File: src/rtl/prox_pkg.sv
// prox_pkg: shared zone encoding and chime timing for proximity_monitor.
// The chime constants are only consumed when PROX_CHIME_EN is defined.
package prox_pkg;

  // Confirmed / raw warning zone, ordered by urgency so a plain compare finds the worst.
  typedef logic [2:0] zone_t;

  localparam zone_t ZONE_OFF     = 3'd0;
  localparam zone_t ZONE_FAR     = 3'd1;
  localparam zone_t ZONE_MID     = 3'd2;
  localparam zone_t ZONE_NEAR    = 3'd3;
  localparam zone_t ZONE_CRIT    = 3'd4;
  localparam zone_t ZONE_CONTACT = 3'd5;

  // Chime period in ticks; the chime is high for the first half of each period.
  localparam int          CHIME_CNT_W   = 5;
  localparam logic [4:0]  CHIME_PER_FAR  = 5'd16;
  localparam logic [4:0]  CHIME_PER_MID  = 5'd8;
  localparam logic [4:0]  CHIME_PER_NEAR = 5'd4;

  // Period for a zone. OFF/CRIT/CONTACT do not blink; they get the longest period so
  // the free-running phase counter stays well-defined.
  function automatic logic [4:0] chime_period(input zone_t z);
    case (z)
      ZONE_MID:  return CHIME_PER_MID;
      ZONE_NEAR: return CHIME_PER_NEAR;
      default:   return CHIME_PER_FAR;
    endcase
  endfunction

endpackage

File: src/rtl/prox_channel.sv
// prox_channel: one sensor channel. Classifies each valid sample into a zone,
// debounces zone changes over CONFIRM agreeing samples, and latches contact
// events until cleared.
module prox_channel
  import prox_pkg::*;
#(
  parameter int DIST_W  = 5,
  parameter int CONFIRM = 2,
  parameter int Z1_FT   = 20,
  parameter int Z2_FT   = 10,
  parameter int Z3_FT   = 5,
  parameter int Z4_FT   = 1
) (
  input  logic              CLK,
  input  logic              RST,
  input  logic              enable,
  input  logic              clear,
  input  logic              sample_valid,
  input  logic              present,
  input  logic [DIST_W-1:0] distance,
  output zone_t             zone,
  output logic [DIST_W-1:0] dist_q,
  output logic              contact
);

  localparam int STREAK_W = $clog2(CONFIRM + 1);
  localparam logic [STREAK_W-1:0] CONFIRM_S = STREAK_W'(CONFIRM);
  localparam logic [STREAK_W-1:0] STREAK_1  = STREAK_W'(1);

  localparam logic [DIST_W-1:0] Z1_D = DIST_W'(Z1_FT);
  localparam logic [DIST_W-1:0] Z2_D = DIST_W'(Z2_FT);
  localparam logic [DIST_W-1:0] Z3_D = DIST_W'(Z3_FT);
  localparam logic [DIST_W-1:0] Z4_D = DIST_W'(Z4_FT);

  localparam logic [0:0] ST_TRACK   = 1'b0;
  localparam logic [0:0] ST_LATCHED = 1'b1;

  logic [0:0]          state;
  zone_t               cand;
  logic [STREAK_W-1:0] streak;

  zone_t               raw;
  zone_t               cand_nx;
  logic [STREAK_W-1:0] streak_nx;
  logic                confirm_hit;
  logic                contact_smp;

  function automatic zone_t classify(input logic pres, input logic [DIST_W-1:0] d);
    if (!pres || d > Z1_D) return ZONE_OFF;
    if (d == '0)           return ZONE_CONTACT;
    if (d <= Z4_D)         return ZONE_CRIT;
    if (d <= Z3_D)         return ZONE_NEAR;
    if (d <= Z2_D)         return ZONE_MID;
    return ZONE_FAR;
  endfunction

  assign raw         = classify(present, distance);
  assign contact_smp = sample_valid && (raw == ZONE_CONTACT);
  assign contact     = (state == ST_LATCHED);

  // Candidate/streak update for the current sample and whether it confirms a new zone.
  always_comb begin
    // NOTE: every output gets a default first so no path through the block infers a latch.
    cand_nx   = raw;
    streak_nx = STREAK_1;
    if (raw == cand) begin
      cand_nx   = cand;
      streak_nx = (streak >= CONFIRM_S) ? streak : streak + STREAK_1;
    end
    confirm_hit = (streak_nx >= CONFIRM_S) && (cand_nx != zone);
  end

  // TRACK/LATCHED state machine with debounced zone and last confirmed distance.
  always_ff @(posedge CLK) begin
    // NOTE: non-blocking assignments keep every register reading pre-edge values.
    if (RST) begin
      state  <= ST_TRACK;
      zone   <= ZONE_OFF;
      dist_q <= '0;
      cand   <= ZONE_OFF;
      streak <= '0;
    end else if (state == ST_LATCHED) begin
      // A contact sample arriving with clear re-asserts the latch, so it wins.
      if (clear && !contact_smp) begin
        state  <= ST_TRACK;
        zone   <= ZONE_OFF;
        cand   <= ZONE_OFF;
        streak <= '0;
      end
    end else if (!enable) begin
      zone   <= ZONE_OFF;
      cand   <= ZONE_OFF;
      streak <= '0;
    end else if (sample_valid) begin
      if (contact_smp) begin
        state  <= ST_LATCHED;
        zone   <= ZONE_CONTACT;
        dist_q <= distance;
        cand   <= ZONE_OFF;
        streak <= '0;
      end else begin
        cand   <= cand_nx;
        streak <= streak_nx;
        if (confirm_hit) begin
          zone   <= cand_nx;
          dist_q <= distance;
        end
      end
    end
  end

endmodule

File: src/rtl/proximity_monitor.sv
// proximity_monitor: N_CH debounced distance channels, registered most-urgent
// channel reduction, and an optional parking chime.
// Build option: define PROX_CHIME_EN to compile in the chime generator;
// without it chime is tied low and no chime registers exist.
module proximity_monitor
  import prox_pkg::*;
#(
  parameter  int N_CH         = 2,
  parameter  int DIST_W       = 5,
  parameter  int CONFIRM      = 2,
  parameter  int Z1_FT        = 20,
  parameter  int Z2_FT        = 10,
  parameter  int Z3_FT        = 5,
  parameter  int Z4_FT        = 1,
  parameter  int CLK_PER_TICK = 1000,
  localparam int NCH_W        = (N_CH > 1) ? $clog2(N_CH) : 1
) (
  input  logic                   CLK,
  input  logic                   RST,
  input  logic                   enable,
  input  logic                   clear,
  input  logic [N_CH-1:0]        sample_valid,
  input  logic [N_CH-1:0]        present,
  input  logic [N_CH*DIST_W-1:0] distance,
  output logic [N_CH*3-1:0]      zone,
  output logic [N_CH*DIST_W-1:0] dist_q,
  output logic [N_CH-1:0]        contact,
  output logic [NCH_W-1:0]       nearest_ch,
  output zone_t                  nearest_zone,
  output logic                   chime
);

  // Elaboration-time guard against configurations the datapath cannot represent.
  if (CONFIRM < 1 || CLK_PER_TICK < 1) begin : g_bad_cfg
    $error("proximity_monitor: CONFIRM and CLK_PER_TICK must be at least 1");
  end

  for (genvar i = 0; i < N_CH; i++) begin : g_ch
    prox_channel #(
      .DIST_W (DIST_W),
      .CONFIRM(CONFIRM),
      .Z1_FT  (Z1_FT),
      .Z2_FT  (Z2_FT),
      .Z3_FT  (Z3_FT),
      .Z4_FT  (Z4_FT)
    ) u_ch (
      .CLK         (CLK),
      .RST         (RST),
      .enable      (enable),
      .clear       (clear),
      .sample_valid(sample_valid[i]),
      .present     (present[i]),
      .distance    (distance[i*DIST_W +: DIST_W]),
      .zone        (zone[i*3 +: 3]),
      .dist_q      (dist_q[i*DIST_W +: DIST_W]),
      .contact     (contact[i])
    );
  end

  logic [NCH_W-1:0] near_ch_nx;
  zone_t            near_zone_nx;

  // Highest zone wins; strict compare keeps the lowest index on ties and ch0 when all OFF.
  always_comb begin
    near_ch_nx   = '0;
    near_zone_nx = ZONE_OFF;
    for (int i = 0; i < N_CH; i++) begin
      if (zone[i*3 +: 3] > near_zone_nx) begin
        near_zone_nx = zone[i*3 +: 3];
        near_ch_nx   = NCH_W'(i);
      end
    end
  end

  // Register the reduction so downstream logic sees a glitch-free result one cycle after zone.
  always_ff @(posedge CLK) begin
    if (RST) begin
      nearest_ch   <= '0;
      nearest_zone <= ZONE_OFF;
    end else begin
      nearest_ch   <= near_ch_nx;
      nearest_zone <= near_zone_nx;
    end
  end

`ifdef PROX_CHIME_EN
  localparam int PRE_W = (CLK_PER_TICK > 1) ? $clog2(CLK_PER_TICK) : 1;
  localparam logic [PRE_W-1:0] PRE_LAST = PRE_W'(CLK_PER_TICK - 1);
  localparam logic [CHIME_CNT_W-1:0] PHASE_1 = CHIME_CNT_W'(1);

  logic [PRE_W-1:0]       pre_cnt;
  logic [CHIME_CNT_W-1:0] phase;
  logic [CHIME_CNT_W-1:0] period;

  assign period = chime_period(nearest_zone);

  // Prescaler and tick phase; restarted on the same edge nearest_zone takes a new value
  // so the first cycle of the new zone already shows tick 0.
  always_ff @(posedge CLK) begin
    if (RST) begin
      pre_cnt <= '0;
      phase   <= '0;
    end else if (near_zone_nx != nearest_zone) begin
      pre_cnt <= '0;
      phase   <= '0;
    end else if (pre_cnt == PRE_LAST) begin
      pre_cnt <= '0;
      phase   <= (phase >= period - PHASE_1) ? '0 : phase + PHASE_1;
    end else begin
      pre_cnt <= pre_cnt + PRE_W'(1);
    end
  end

  // Chime level derived purely from registers: silent, continuous, or first half of period.
  always_comb begin
    chime = 1'b0;
    case (nearest_zone)
      ZONE_OFF:               chime = 1'b0;
      ZONE_CRIT, ZONE_CONTACT: chime = 1'b1;
      default:                chime = (phase < (period >> 1));
    endcase
  end
`else
  assign chime = 1'b0;
`endif

endmodule

File: config.mk
export PLATFORM = sky130hd
export DESIGN_NAME = proximity_monitor
export DESIGN_NICKNAME = d
export VERILOG_FILES = /design/src/rtl/prox_pkg.sv /design/src/rtl/prox_channel.sv /design/src/rtl/proximity_monitor.sv
export SDC_FILE = /design/constraint.sdc
export NUM_CORES = 1
export LEC_CHECK = 0
export BUFFER_PORTS_ARGS = -buffer_cell sky130_fd_sc_hd__buf_4
export CORE_UTILIZATION = 35
export CTS_CLUSTER_SIZE = 40
export DETAILED_ROUTE_END_ITERATION = 8
export HOLD_SLACK_MARGIN = 0.12
export PLACE_DENSITY = 0.55
export SLEW_MARGIN = 20
export SYNTH_ARGS = -nofsm -noshare
export SYNTH_HDL_FRONTEND = slang
export SYNTH_SLANG_ARGS = --single-unit
File: constraint.sdc
create_clock -name CLK -period 2.14 [get_ports CLK]
set_clock_uncertainty 0.2 [all_clocks]
set_input_delay 0.321 -clock CLK [delete_from_list [all_inputs] [get_ports CLK]]
set_output_delay 0.321 -clock CLK [all_outputs]
set_load 0.03 [all_outputs]
* Yosys cells after proc, flatten, opt, wreduce, memory -nomap -nowiden *
Cells that the tools add are included.
Widths: inputs -> output; s select.

operators by class
  $add $sub $neg = 2
  bitwise gates (word level) = 2
  multiplexer cells = 103
  equality and inequality tests = 12
  $lt $le $gt $ge = 14
  reductions and logical operators = 22

operators by type and width
  operator             number
  $mux 3               44
  $mux 1               41
  $mux 2               14
  $mux 5               4
  $gt 5x5->1 const B   2
  $le 5x1->1 const B   2
  $le 5x3->1 const B   2
  $le 5x4->1 const B   2
  $logic_not 5->1      2
  $ge 2x2->1 const B   4
  $ne 4x1->1 const B   2
  $reduce_and 4->1     2
  $eq 3x3->1           2
  $eq 3x3->1 const B   2
  $logic_and 1x1->1    6
  $ne 3x1->1 const B   2
  $ne 3x3->1           2
  $reduce_and 3->1     2
  $add 2x1->2 const B  2
  $logic_not 1->1      4
  $ne 2x2->1 const B   2
  $reduce_and 2->1     2
  $reduce_bool 2->1    2
  $gt 3x1->1 const B   1
  3 further kinds      5

storage, ports and cells
  bits in registers = 32
  input port bits = 18
  word-level logic and storage cells = 167

* Depth between registers and ports, before layout *
  word-level depth = 27
  depth in mapped cells = 8
  mapped depth without buffers = 8

* Modules after synthesis *
A second synthesis with hierarchy kept.

second synthesis, totals
  cell total of the unflattened synthesis = 249
  area, all modules = 2139.6 um2

by module, submodules not included
  module             times used  cells an instance  seq. area each (um2)  area an instance (um2)
  prox_channel       2           111                280.3                 944.7
  proximity_monitor  1           27                 80.1                  250.2

* Worst setup path after synthesis *
OpenSTA, ideal clock, no wires.

  path type = reg-to-reg
  from = register g_ch[1].u_ch.zone[1]
  to = register g_ch[1].u_ch.zone[0]
  period minus slack after synthesis = 2.163 ns
  required time = 1.823 ns
  library setup time = 0.117 ns
  arrival time = 1.846 ns
  stages on the path, launching flop included = 8
  buffers on the path = 1
  slack = -0.023 ns
  path through = dfxtp_1 > o31ai_1 > a2111oi_2 > a31oi_1 > or2_0 > o221a_1 > buf_4 > a32o_1

between the ends
  longest elaborated chain between the ends = 4

ends and longest elaborated chain
  what                               line                 source
  from (decl)                        prox_channel.sv:21   output zone_t zone,
  from (signal assigned)             prox_channel.sv:105  zone <= cand_nx;
  $ne 3x3->1                         prox_channel.sv:70   confirm_hit = (streak_nx >= CONFIRM_S) && (cand_nx != zone);
  $logic_and 1x1->1                  prox_channel.sv:70
  $ne 4x1->1 (no source line)        n/a
  $reduce_and 3->1 (no source line)  n/a

Every way passes these cells.
A chain may end at the register's enable or synchronous reset.

* Worst setup path after layout *
  from = register g_ch[0].u_ch.zone[2]
  to = register g_ch[0].u_ch.dist_q[1]

between the ends
  longest elaborated chain between the ends = 4

ends and longest elaborated chain
  what                                line                 source
  from (decl)                         prox_channel.sv:21
  from (signal assigned)              prox_channel.sv:105
  $ne 3x3->1                          prox_channel.sv:70
  $logic_and 1x1->1                   prox_channel.sv:70
  $reduce_bool 2->1 (no source line)  n/a
  $reduce_and 4->1 (no source line)   n/a
  to (signal assigned)                prox_channel.sv:98   dist_q <= distance;
  to (signal assigned)                prox_channel.sv:106  dist_q <= distance;
  to (decl)                           prox_channel.sv:22   output logic [DIST_W-1:0] dist_q,

Every way passes these cells.

==> flow_summary.json <==
{
  "status": "completed",
  "max_freq_mhz": 501,
  "ys_ff_latch": 32,
  "dp_slack_ns": -0.270,
  "cp_max_fo": 7,
  "io_pins": 41,
  "cp_slowest_cell": "dfxtp_1",
  "grt_max_degree": 23,
  "fin_area_mm2": 0.00282,
  "antennaDiodeCount": 0,
  "numClockSinks": 32,
  "grt_pass1_vias": 1945,
  "endpoint_kind": "flip-flop",
  "antenna_found_initial": 0,
  "slew_viol_final": 0,
  "crit_chain": "nor2_1, mux2i_1, a2111oi_4, a211oi_4, buf_4, mux2i_1",
  "synth_ff_type": "dfxtp_1",
  "fin_crit_sh": 0.933,
  "finalPower_uw": 1400,
  "yosysSeqAreaShare": 0.308,
  "max_stage_delay_ns": 0.48,
  "post-route-min-period_ns": 2.00,
  "wl_mm": 5.28,
  "globalRouteMet1Util": 0.203,
  "cts_buffer_depth": 2,
  "synth_cell_types": 66,
  "leakage_uw": 0.00116,
  "die_h_um": 79.1,
  "cp_top_family": "multiplexers",
  "hp-class": "primary input to flip-flop",
  "finalWorstSetupSlack_ns": 0.142,
  "synth_cells": 243,
  "syn_to_final_growth_pct": 35.6,
  "yosys.area.top_type": "dfxtp_1",
  "fin_setup_tns_ns": 0,
  "clockRootBuffer": "clkbuf_8",
  "async_reset_ff_frac": 0,
  "start_kind": "flip-flop",
  "grt_pass1_wl_mm": 8.75,
  "ys_top_cells_by_count": "35 x nand2_1, 32 x dfxtp_1, 25 x nor2_1",
  "path_buf_inv": 1,
  "synth.most_common_cell": "nand2_1",
  "drc": 0,
  "netlist_area_mm2": 0.00208,
  "cts_made_buffers": 5,
  "cts_max_level": 2,
  "met2_usage": 0.332,
  "synth-edff-count": 0,
  "top_usage_layer": "met2",
  "tightest_slew_ns": 0.518,
  "drv_cap": 0,
  "antenna_left": 0,
  "crit_required_ns": 2.16,
  "die_area_mm2": 0.00625,
  "syn-num-nets": 266,
  "drt_iter0_drc": 89,
  "dp_hpwl_mm": 4.08,
  "grt_usage": 0.180,
  "num_vias": 1951,
  "finalHoldViolCount": 0,
  "ys_warn_count": 0,
  "viasPerCell": 4.98,
  "rsz0062_at_grt": "no",
  "yosys-top-cells-area": "dfxtp_1 31%, mux2i_1 9.2%, nand2_1 6.3%, nor2_1 4.5%, inv_1 3.1%",
  "firstDrtPassIters": 4,
  "place_congestion": 0.773,
  "die_w_um": 79.1,
  "slew_headroom": 0.653,
  "coreArea_mm2": 0.00561,
  "synth_area_per_cell_um2": 8.55,
  "cp_common_cell": "mux2i_1",
  "routedWlPerCell_um": 13.5,
  "clk_pin_slew_ns": 0.07,
  "initial_core_util": 0.371,
  "grt-ovfl-total": 0,
  "peakVddDrop_uv": 329,
  "rows": 27,
  "worstPathArrival_ns": 2.02,
  "gr-usage-met3": 0.0356,
  "clkLatencyLatePin_ns": 0.29,
  "nets": 342,
  "layout-drive-gt1-share": 0.344,
  "dpl_cell_area_mm2": 0.00270,
  "setup_viol": 0,
  "io_buffers": 39,
  "synth_top_cell_area_share": 0.308,
  "powerDensity_mw_per_mm2": 495,
  "crit_type": "flip-flop to flip-flop",
  "cts_tree": "built"
}
## tightest hold or removal path: stages
cell and delay, ns:
buf_4 0.11, a22oi_1 0.08, nor2_1 0.08
## cells in the final DEF, fill, tap and decap left out, types with 3 or more instances in the layout
| master | instances |
|---|---|
| inv_1 | 17 |
| clkbuf_8 | 6 |
| o31ai_1 | 4 |
| o2bb2ai_1 | 3 |
| buf_4 | 79 |
| nor3_1 | 4 |
| a21o_1 | 3 |
| nand2_1 | 35 |
| dfxtp_1 | 30 |
| nor2_1 | 25 |
| a21oi_1 | 10 |
| nor2b_1 | 4 |
| ha_1 | 5 |
| nand2b_1 | 7 |
| mux2i_1 | 19 |
## cell families (layout without fill, tap and decap cells)
| logic type | count (synthesis) | count (layout) | synth area share |
|---|---|---|---|
| AO/OA/AOI/OAI | 56 | 56 | 0.235 |
| XOR/XNOR | 1 | 1 | 0.00422 |
| adder cells (fa/ha/maj) | 5 | 5 | 0.0301 |
| buffers and inverters | 30 | 107 | 0.0632 |
| flip-flops | 32 | 32 | 0.308 |
| multiplexers | 19 | 19 | 0.0915 |
| other | 1 | 1 | 0.00180 |
| AND/OR/NAND/NOR | 99 | 99 | 0.266 |
## layer usage
| metal | part of all wire | wire length [um] |
|---|---|---|
| met5 | 0 | 0 |
| met4 | 0.015 | 80 |
| met3 | 0.030 | 157 |
| met2 | 0.51 | 2690 |
| met1 | 0.44 | 2340 |
## per-stage QoR
step,hold WS (ns),std cells,util
6_report,0.129,392,0.503
2_1_floorplan,0.232,243,-
3_3_place_gp,0.243,382,0.482
4_1_cts,0.125,392,0.503
5_1_grt,0.138,392,0.503
3_5_place_dp,0.247,382,0.482
## path summary, 6_finish.rpt
| path | from | endpoint | slack [ns] | cells after the start |
|---|---|---|---|---|
| setup / recovery | g_ch[0].u_ch.zone[2] | g_ch[0].u_ch.dist_q[1] | 0.14 | 6 |
| setup reg to reg | g_ch[0].u_ch.zone[2] | g_ch[0].u_ch.dist_q[1] | 0.14 | 6 |
| hold reg to reg | g_ch[0].u_ch.streak[1] | g_ch[0].u_ch.streak[1] | 0.26 | 2 |
| hold / removal | enable | g_ch[0].u_ch.contact | 0.13 | 3 |
## state kept, by name, summed over array words and instances (netlist names)
| name | cells |
|---|---|
| nearest_zone | 3 |
| g_ch.u_ch.cand | 6 |
| g_ch.u_ch.dist_q | 10 |
| nearest_ch | 1 |
| g_ch.u_ch.streak | 4 |
| g_ch.u_ch.contact | 2 |
| g_ch.u_ch.zone | 6 |
## repair_timing
action                                  CTS  global route
resized for setup                         2             0
endpoints found under the hold margin     1             0
buffers inserted                          1             0
endpoints found under the setup margin    1             6
hold buffers                              1             0
pin swaps                                 4             1
## cell type report
cell class / count / area, um^2
clock inverters: 2 / 10.0
fillers: 594 / 2790
multi-input cells: 181 / 1310
clock buffers: 6 / 82.6
flip-flops and latches: 32 / 643
inverters: 18 / 67.6
well taps: 72 / 90.1
repair buffers: 81 / 614
## power by group
| part | internal [uW] | total [uW] | leakage [uW] | switching (uW) |
|---|---|---|---|---|
| Sequential | 603 | 609 | 0.000259 | 5.54 |
| Combinational | 135 | 283 | 0.000855 | 149 |
| Clock | 257 | 504 | 0.0000510 | 247 |
| Total | 995 | 1400 | 0.00116 | 401 |
Note: power is estimated with default switching activity, not from simulation.
